`config.mk`:
```
export PLATFORM = sky130hd
export DESIGN_NAME = serial_receiver_flat
export DESIGN_NICKNAME = d
export VERILOG_FILES = /design/src/rtl/serial_receiver_if.sv /design/src/rtl/serial_receiver.sv /design/src/flat_wrapper.sv
export SDC_FILE = /design/constraint.sdc
export NUM_CORES = 1
export LEC_CHECK = 0
export ABC_CLOCK_PERIOD_IN_PS = 2000
export CAP_MARGIN = 20
export CORE_MARGIN = 2
export CORE_UTILIZATION = 50
export DETAILED_ROUTE_END_ITERATION = 10
export PLACE_DENSITY_LB_ADDON = 0.12
export SLEW_MARGIN = 20
export SYNTH_ARGS = -nofsm -noshare
export SYNTH_HDL_FRONTEND = slang
export SYNTH_SLANG_ARGS = --single-unit
```
`constraint.sdc`:
```
create_clock -name clk -period 2 [get_ports clk]
set_clock_uncertainty 0.15 [all_clocks]
set_input_delay 0.4 -clock clk [delete_from_list [all_inputs] [get_ports clk]]
set_output_delay 0.4 -clock clk [all_outputs]
set_load 0.02 [all_outputs]
```
`src/rtl/serial_receiver_if.sv`:
```
// Signal bundle between the serial line/consumer side (master) and the 8N1 receiver (slave).
interface serial_receiver_if;
  logic       rx;
  logic [7:0] data;
  logic       data_valid;
  logic       frame_error;
  logic       busy;

  modport master (output rx, input data, input data_valid, input frame_error, input busy);
  modport slave  (input rx, output data, output data_valid, output frame_error, output busy);
endinterface

```
`src/rtl/serial_receiver.sv`:
```
// 8N1 serial receiver: two-flop synchronizer, mid-bit sampling, one-cycle valid / framing-error strobes.
module serial_receiver #(
  parameter int CLKS_PER_BIT = 1000
) (
  input  logic              clk,
  input  logic              rst,
  serial_receiver_if.slave  bus
);

  localparam int CW = $clog2(CLKS_PER_BIT);
  localparam int H  = CLKS_PER_BIT / 2;
  localparam logic [CW-1:0] HALF_LAST = CW'(H - 1);
  localparam logic [CW-1:0] BIT_LAST  = CW'(CLKS_PER_BIT - 1);

  typedef enum logic [1:0] {S_IDLE, S_START, S_DATA, S_STOP} state_t;

  state_t      r_state;
  state_t      w_next_state;
  logic        r_sync1;
  logic        r_sync2;
  logic [1:0]  r_sync_vld;
  logic        r_armed;
  logic [CW-1:0] r_cnt;
  logic [2:0]  r_bit_idx;
  logic [7:0]  r_shift;
  logic [7:0]  r_data;
  logic        r_data_valid;
  logic        r_frame_error;
  logic        r_busy;

  logic        w_rx_s;
  logic        w_half_done;
  logic        w_bit_done;
  logic        w_dv_next;
  logic        w_fe_next;
  logic        w_busy_next;

  assign w_rx_s      = r_sync2;
  assign w_half_done = (r_cnt == HALF_LAST);
  assign w_bit_done  = (r_cnt == BIT_LAST);

  // The synchronizer resets to idle-high; r_sync_vld keeps those reset values from arming the
  // receiver, so a line held low through reset must really be seen high first.
  always_ff @(posedge clk or posedge rst) begin
    if (rst) begin
      r_sync1    <= 1'b1;
      r_sync2    <= 1'b1;
      r_sync_vld <= 2'b00;
    end else begin
      // NOTE: non-blocking assignments make both flops sample pre-edge values, giving two real stages.
      r_sync1    <= bus.rx;
      r_sync2    <= r_sync1;
      r_sync_vld <= {r_sync_vld[0], 1'b1};
    end
  end

  always_ff @(posedge clk or posedge rst) begin
    if (rst) r_state <= S_IDLE;
    else     r_state <= w_next_state;
  end

  always_comb begin
    // NOTE: default first so every path assigns the next state and no latch is inferred.
    w_next_state = r_state;
    case (r_state)
      S_IDLE:  if (r_armed && !w_rx_s) w_next_state = S_START;
      S_START: if (w_half_done) w_next_state = w_rx_s ? S_IDLE : S_DATA;
      S_DATA:  if (w_bit_done && (r_bit_idx == 3'd7)) w_next_state = S_STOP;
      S_STOP:  if (w_bit_done) w_next_state = S_IDLE;
      default: w_next_state = S_IDLE;
    endcase
  end

  always_comb begin
    w_dv_next   = (r_state == S_STOP) && w_bit_done && w_rx_s;
    w_fe_next   = (r_state == S_STOP) && w_bit_done && !w_rx_s;
    w_busy_next = (w_next_state != S_IDLE);
  end

  always_ff @(posedge clk or posedge rst) begin
    if (rst) begin
      r_cnt         <= '0;
      r_bit_idx     <= 3'd0;
      r_shift       <= 8'h00;
      r_data        <= 8'h00;
      r_armed       <= 1'b0;
      r_data_valid  <= 1'b0;
      r_frame_error <= 1'b0;
      r_busy        <= 1'b0;
    end else begin
      r_data_valid  <= w_dv_next;
      r_frame_error <= w_fe_next;
      r_busy        <= w_busy_next;

      if (w_fe_next)                    r_armed <= 1'b0;
      else if (w_rx_s && r_sync_vld[1]) r_armed <= 1'b1;

      case (r_state)
        S_IDLE:  r_cnt <= '0;
        S_START: r_cnt <= w_half_done ? '0 : r_cnt + 1'b1;
        default: r_cnt <= w_bit_done  ? '0 : r_cnt + 1'b1;
      endcase

      if ((r_state == S_START) && w_half_done) r_bit_idx <= 3'd0;
      else if ((r_state == S_DATA) && w_bit_done) begin
        r_bit_idx <= r_bit_idx + 3'd1;
        r_shift   <= {w_rx_s, r_shift[7:1]};
      end

      if (w_dv_next) r_data <= r_shift;
    end
  end

  assign bus.data        = r_data;
  assign bus.data_valid  = r_data_valid;
  assign bus.frame_error = r_frame_error;
  assign bus.busy        = r_busy;

endmodule

```
`src/flat_wrapper.sv`:
```
// flat-port wrapper written by rule: the top's interface ports become plain ports
module serial_receiver_flat 
#(
  parameter int CLKS_PER_BIT = 1000
)
  (clk, rst, bus_rx, bus_data, bus_data_valid, bus_frame_error, bus_busy);
  serial_receiver_if bus_i ();
  input  logic clk;
  input  logic rst;
  input wire logic [$bits(bus_i.rx)-1:0] bus_rx;
  output wire logic [$bits(bus_i.data)-1:0] bus_data;
  output wire logic [$bits(bus_i.data_valid)-1:0] bus_data_valid;
  output wire logic [$bits(bus_i.frame_error)-1:0] bus_frame_error;
  output wire logic [$bits(bus_i.busy)-1:0] bus_busy;
  assign bus_i.rx = bus_rx;
  assign bus_data = bus_i.data;
  assign bus_data_valid = bus_i.data_valid;
  assign bus_frame_error = bus_i.frame_error;
  assign bus_busy = bus_i.busy;
  serial_receiver #(.CLKS_PER_BIT(CLKS_PER_BIT)) u_core (.clk(clk), .rst(rst), .bus(bus_i));
endmodule
```
==> summary.md, run 1 <==
| Metric | Value |
|---|---|
| Static leakage | `0.0009158 uW` |
| Core region area | `3103 um^2` |
| Hold Buf Count CTS | `0` |
| DRC Markers | `0` |
| Xor/xnor share of the synthesized area | `0.04246` |
| Synthesized area | `1650 um^2` |
| Post-synth EDFFs | `0` |
| Worst EP required | `2090 ps` |
| CTS tree | `yes` |
| Placed cell area | `1868 um^2` |
| Min cycle time layout | `1916 ps` |
| Most common cell in the netlist | `dfrtp_1` |
| Crit. End Element | `register` |
| Most used cell, CP | `buf_4` |
| Tot GR Track Use | `0.1704` |
| Power per Cell Area | `802.6 nW/um^2` |
| Post-detailed-route count of antenna-violating nets | `0` |
| Cell taking the most area after synthesis | `dfrtp_1` |
| Startpoint Class | `register` |
| Sink Count | `39` |
| Router iterations before antenna repair | `4` |
| Crit path cell chain | `ha_4 -> and4b_1 -> buf_4 -> nand4_1 -> buf_4 -> mux2_2` |
| Final nets | `157` |
| DIE WIDTH | `61.45 um` |
| Top-area cell type share of the netlist area | `0.5610` |
| GRT overflow | `0` |
| Most frequent cells after synthesis | `dfrtp_1, mux2_2, nor2_1, xor2_1, nand3_1` |
| #FFs+latches synth | `39` |
| Largest family of logic cells by synthesized area | `simple AND/OR/NAND/NOR gates` |
| CTS buffer count | `5` |
| Fmax | `0.5220 GHz` |
| Syn Inst Count | `128` |
| GP Congestion | `0.7610` |
| Synth warn | `0` |
| Fin. Hold Viols | `0` |
| MaxCap Viol Count | `0` |
| Cell Rows | `20` |
| 1st-iter DRT viols | `20` |
| Initial Util | `0.5319` |
| Post-synthesis adder-cell area fraction | `0.02274` |
| Hold crit path type | `register to register` |
| Worst EP arrival | `2000 ps` |
| Mux share of post-synthesis cell area | `0.1160` |
| PortBufs | `13` |
| Net Count, Synth | `134` |
| Post-Place Cells | `186` |
| First-pass GRT wire length | `4.643 mm` |
| Post-synthesis compound-gate area fraction | `0.04928` |
| Synth area leaders | `dfrtp_1, mux2_2, xor2_1, dfstp_2, nor2_1` |
| Post-Syn Area per Cell | `12.89 um^2` |
| Via count | `1,025` |
| Count of pins over their slew limit | `0` |
| Die height | `61.45 um` |
| Largest net degree at the start of global routing | `40` |
| Routed len/inst | `13.60 um` |
| Status | `finished, final reports clean` |
| Design area | `1951 um^2` |
| Sequential share of the synthesized area | `0.5929` |
| Avg Vias per Cell | `5.230` |
| Yosys cell types | `32` |
| P&R area growth vs syn | `18.20%` |
| Fillcell total | `278` |
| DIE AREA | `3776 um^2` |
| Clock Tree Buf Depth | `2` |
| Final WL | `2.666 mm` |
| H-tree levels | `2` |
| VDD IR max | `0.0006003 V` |
| Post-synth ARST share | `1.000` |
| Dominant synthesized flop cell | `dfrtp_1` |
| Crit-path max cell delay | `440 ps` |
| Tcrit/Tclk final | `0.9579` |
| Final number of setup-violating endpoints | `0` |
| Post-Synth Simple-Gate Area | `0.1463` |
| Root Buffer | `clkbuf_4` |
| Share of post-route cells with drive strength above 1 | `0.2566` |
| Top Ports | `14` |
| Vias in the first global route | `1,013` |
| CP max FO | `5` |
| Clock Latency Late Sink | `340 ps` |
| Total Power | `1566 uW` |
| Initial antenna violation count | `0` |
| WS Path Type | `register to register` |
| Placed wire-length estimate | `1.888 mm` |
| Post-route insts no fill | `196` |
| Worst-path clk slew | `110 ps` |
| Crit path max-delay cell type | `dfrtp_1` |
| Antenna diodes | `0` |
what timing repair did:
action,in CTS,in global routing
resized for setup,0,2
setup endpoints to repair,0,16
buffers inserted,0,2
where the power goes:
part	internal, uW	switching [uW]	leakage [uW]
logic	124	102	0.000383
registers	863	95.7	0.000504
clock network	136	245	0.0000282
total	1120	443	0.000916
layout make-up:
class                           count  area, um^2  area share
Clock inverter                      2       12.51    0.006414
Timing Repair Buffer               22       214.0      0.1097
Inverter                            3       11.26    0.005773
Multi-Input combinational cell     80       638.1      0.3271
Tap cell                           44       55.05     0.02822
Clock buffer                        6       41.29     0.02117
Sequential cell                    39       978.4      0.5016
cell families (layout without fill, tap and decap cells):
| family | Yosys count | count (layout) |
|---|---|---|
| muxes | 17 | 17 |
| AOI/OAI and AO/OA | 10 | 10 |
| other | 1 | 1 |
| DFF | 39 | 39 |
| adders and majority gates | 3 | 3 |
| and+or+nand+nor | 41 | 41 |
| xor gates and xnor gates | 8 | 8 |
| buffers and inverters | 9 | 33 |
per-stage QoR:
| step | hold slack (ps) | setup TNS [ps] | utilization | setup slack, ps |
|---|---|---|---|---|
| after floorplan | 181.2 | 0 | - | 43.08 |
| after global placement | 189.8 | 0 | 0.6020 | 90.07 |
| after detailed placement | 194.8 | 0 | 0.6020 | 68.30 |
| after CTS | 208.6 | 0 | 0.6194 | 46.27 |
| after global routing | 214.0 | -4.519 | 0.6286 | -4.519 |
| final | 208.2 | 0 | 0.6286 | 84.24 |
final timing paths:
| check | startpoint | endpoint | slack [ps] | cells after the start |
|---|---|---|---|---|
| setup / recovery | u_core.r_cnt[0] | u_core.r_shift[6] | 80 | 6 |
| hold / removal | u_core.r_sync_vld[0] | u_core.r_sync_vld[1] | 210 | 0 |
| setup reg to reg | u_core.r_cnt[0] | u_core.r_shift[6] | 80 | 6 |
| hold reg to reg | u_core.r_sync_vld[0] | u_core.r_sync_vld[1] | 210 | 0 |
| max in group asynchronous | rst | u_core.r_sync2 | 1210 | 3 |
| min in group asynchronous | rst | u_core.r_shift[6] | 250 | 3 |
sequential cells by signal (all words and copies together), names as in the netlist:
name	flops
u_core.bus.busy	1
u_core.bus.data	8
u_core.bus.data_valid	1
u_core.bus.frame_error	1
u_core.r_armed	1
u_core.r_bit_idx	3
u_core.r_cnt	10
u_core.r_shift	8
u_core.r_state	2
u_core.r_sync1	1
u_core.r_sync2	1
u_core.r_sync_vld	2
worst max-delay path, delay by kind of cell, from the launching register on:
kind | cells | cell delay (ps)
fa+ha+maj | 1 | 180
buf+inv | 2 | 360
flops | 1 | 440
mux | 1 | 270
simple gates | 2 | 400
layer usage:
metal / share of wire / track usage / vias up
met5: 0 / 0 / -
met4: 0.014 / 0.05471 / 0
met3: 0.038 / 0.05672 / 6
met2: 0.49 / 0.2705 / 16
met1: 0.46 / 0.2227 / 508
li1: - / - / 495
cell usage in the layout, fill, tap and decap left out, types with 2 or more instances in the layout:
cell	instances
a22o_1	2
and2_1	2
and3_1	3
and4b_1	2
buf_4	7
clkbuf_4	5
clkdlybuf4s50_1	13
dfrtp_1	37
dfstp_2	2
ha_1	2
inv_1	3
mux2_2	17
nand2_1	4
nand3_1	6
nand4_1	4
nor2_1	11
nor2b_1	4
xor2_1	7
Note: power is estimated with default switching activity, not from simulation.
==> inputs of run 2 (changes only) <==
--- a/config.mk
+++ b/config.mk
@@ -7,7 +7,7 @@
 export LEC_CHECK = 0
 export ABC_CLOCK_PERIOD_IN_PS = 2000
 export CAP_MARGIN = 20
-export CORE_MARGIN = 2
+export CORE_MARGIN = 5
 export CORE_UTILIZATION = 50
 export DETAILED_ROUTE_END_ITERATION = 10
 export PLACE_DENSITY_LB_ADDON = 0.12
@@ -15,3 +15,4 @@
 export SYNTH_ARGS = -nofsm -noshare
 export SYNTH_HDL_FRONTEND = slang
 export SYNTH_SLANG_ARGS = --single-unit
+export TNS_END_PERCENT = 1
==> run 2 against run 1 <==
  * Count of clock-buffer cells in the layout did not move
  * Register-to-register slack worse by 30 ps
  * Final cell count did not move
  * Setup slack got worse by 29 ps
  * Largest cell class unchanged
  * Largest power group unchanged
  * Highest routed layer unchanged
==> summary.md, run 2 (synthesized netlist as in run 1, its figures left out) <==
| Metric | Value |
|---|---|
| CTS tree | `yes` |
| Fmax | `0.5142 GHz` |
| Biggest register | `u_core.r_cnt` |
| Setup slack after layout | `55.30 ps` |
| Crit. End Element | `register` |
| GRT overflow | `0` |
| WS Path Type | `register to register` |
| Largest net degree at the start of global routing | `40` |
| Max reg flops | `10` |
| Post-route insts no fill | `196` |
| DP Worst Slack | `28.36 ps` |
| Min cycle time layout | `1945 ps` |
| MaxCap Viol Count | `0` |
| Setup crit start | `u_core.r_cnt[0]` |
| WHS | `210.7 ps` |
| Placed wire-length estimate | `1.894 mm` |
| Hold Buf Count CTS | `0` |
| CP max FO | `5` |
| VDD IR max | `0.0005003 V` |
| Via count | `1,024` |
| Avg Vias per Cell | `5.224` |
| Most frequent cells in the layout | `dfrtp_1, mux2_2, clkdlybuf4s50_1` |
| DRC Markers | `0` |
| Sink Count | `39` |
| DIE WIDTH | `67.45 um` |
| Die height | `67.45 um` |
| Top Ports | `14` |
| Router iterations before antenna repair | `4` |
| Core region area | `3103 um^2` |
| Antenna diodes | `0` |
| Count of pins over their slew limit | `0` |
| Tcrit/Tclk final | `0.9724` |
| Tot GR Track Use | `0.1459` |
| PortBufs | `13` |
| Fin. Hold Viols | `0` |
| Power per Cell Area | `896.0 nW/um^2` |
| Routed len/inst | `13.88 um` |
| Final number of setup-violating endpoints | `0` |
| P&R area growth vs syn | `20.70%` |
| Final nets | `157` |
| First-pass GRT wire length | `4.802 mm` |
| Hold crit path type | `register to register` |
| Clock Tree Buf Depth | `2` |
| H-tree levels | `2` |
| Min-delay src | `u_core.r_sync_vld[0]` |
| Status | `finished, final reports clean` |
| Static leakage | `0.0009408 uW` |
| Clock Latency Late Sink | `350 ps` |
| Cell Rows | `20` |
| Final WL | `2.721 mm` |
| Critical register-to-register path startpoint | `u_core.r_cnt[0]` |
| Root Buffer | `clkbuf_4` |
| Unrepaired setup endpoints after global routing | `yes` |
| Share of post-route cells with drive strength above 1 | `0.2697` |
| Post-Place Cells | `186` |
| Startpoint Class | `register` |
| Initial antenna violation count | `0` |
| Initial Util | `0.5319` |
| DIE AREA | `4550 um^2` |
| Worst EP arrival | `2000 ps` |
| 1st-iter DRT viols | `41` |
| CTS buffer count | `5` |
| GP Congestion | `0.7551` |
| Worst-path clk slew | `110 ps` |
| Most common cell after layout, fill and taps aside | `dfrtp_1` |
| Post-detailed-route count of antenna-violating nets | `0` |
| Worst EP required | `2060 ps` |
| Vias in the first global route | `1,055` |
-- run 2: where the power goes --
part / internal [uW] / total, uW / switching [uW]
Clock: 390 / 637 / 247
Sequential: 863 / 949 / 86.0
Combinational: 105 / 199 / 93.7
Total: 1360 / 1780 / 426
-- run 2: stage by stage --
stage | instance area (um^2) | power (uW) | util | setup TNS [ps]
after detailed placement | 1868 | 1158 | 0.6020 | 0
after floorplan | 1653 | 1100 | - | 0
after CTS | 1969 | 1800 | 0.6347 | 0
after global routing | 1992 | 1893 | 0.6419 | -17.75
final | 1992 | 1785 | 0.6419 | 0
after global placement | 1868 | 1149 | 0.6020 | 0
-- run 2: path summary, 6_finish.rpt --
| check | cells past startpoint | to | slack (ps) |
|---|---|---|---|
| hold reg to reg | 0 | u_core.r_sync_vld[1] | 210 |
| min in group asynchronous | 3 | u_core.bus.data[4] | 240 |
| setup reg to reg | 6 | u_core.r_state[0] | 60 |
| max in group asynchronous | 3 | u_core.r_sync1 | 1210 |
| hold / removal | 0 | u_core.r_sync_vld[1] | 210 |
| setup / recovery | 6 | u_core.r_state[0] | 60 |
-- run 2: timing repair --
action / CTS / global route
buffers inserted: 0 / 1
endpoints found under the setup margin: 0 / 16
resized for setup: 0 / 2
-- run 2: layer usage --
layer	vias up	track usage	share of wire
met4	0	0.08354	0.015
met3	5	0.03993	0.043
met2	13	0.2221	0.49
li1	499	-	-
met1	507	0.1867	0.45
met5	-	0	0
-- run 2: cell type report --
class / instances / area [um^2]
fill: 261 / 1111
clock inverter: 2 / 60.06
sequential: 39 / 978.4
timing repair buffer: 21 / 202.7
clock buffer: 6 / 41.29
multi-input combinational: 81 / 643.1
inverter: 3 / 11.26
tap: 44 / 55.05
-- run 2: worst max-delay path: stages, from the launching register on --
cell      delay [ps]
dfrtp_1          430
ha_2             230
and4b_2          240
and3_2           240
buf_4            160
a311oi_1         290
a41oi_1           70
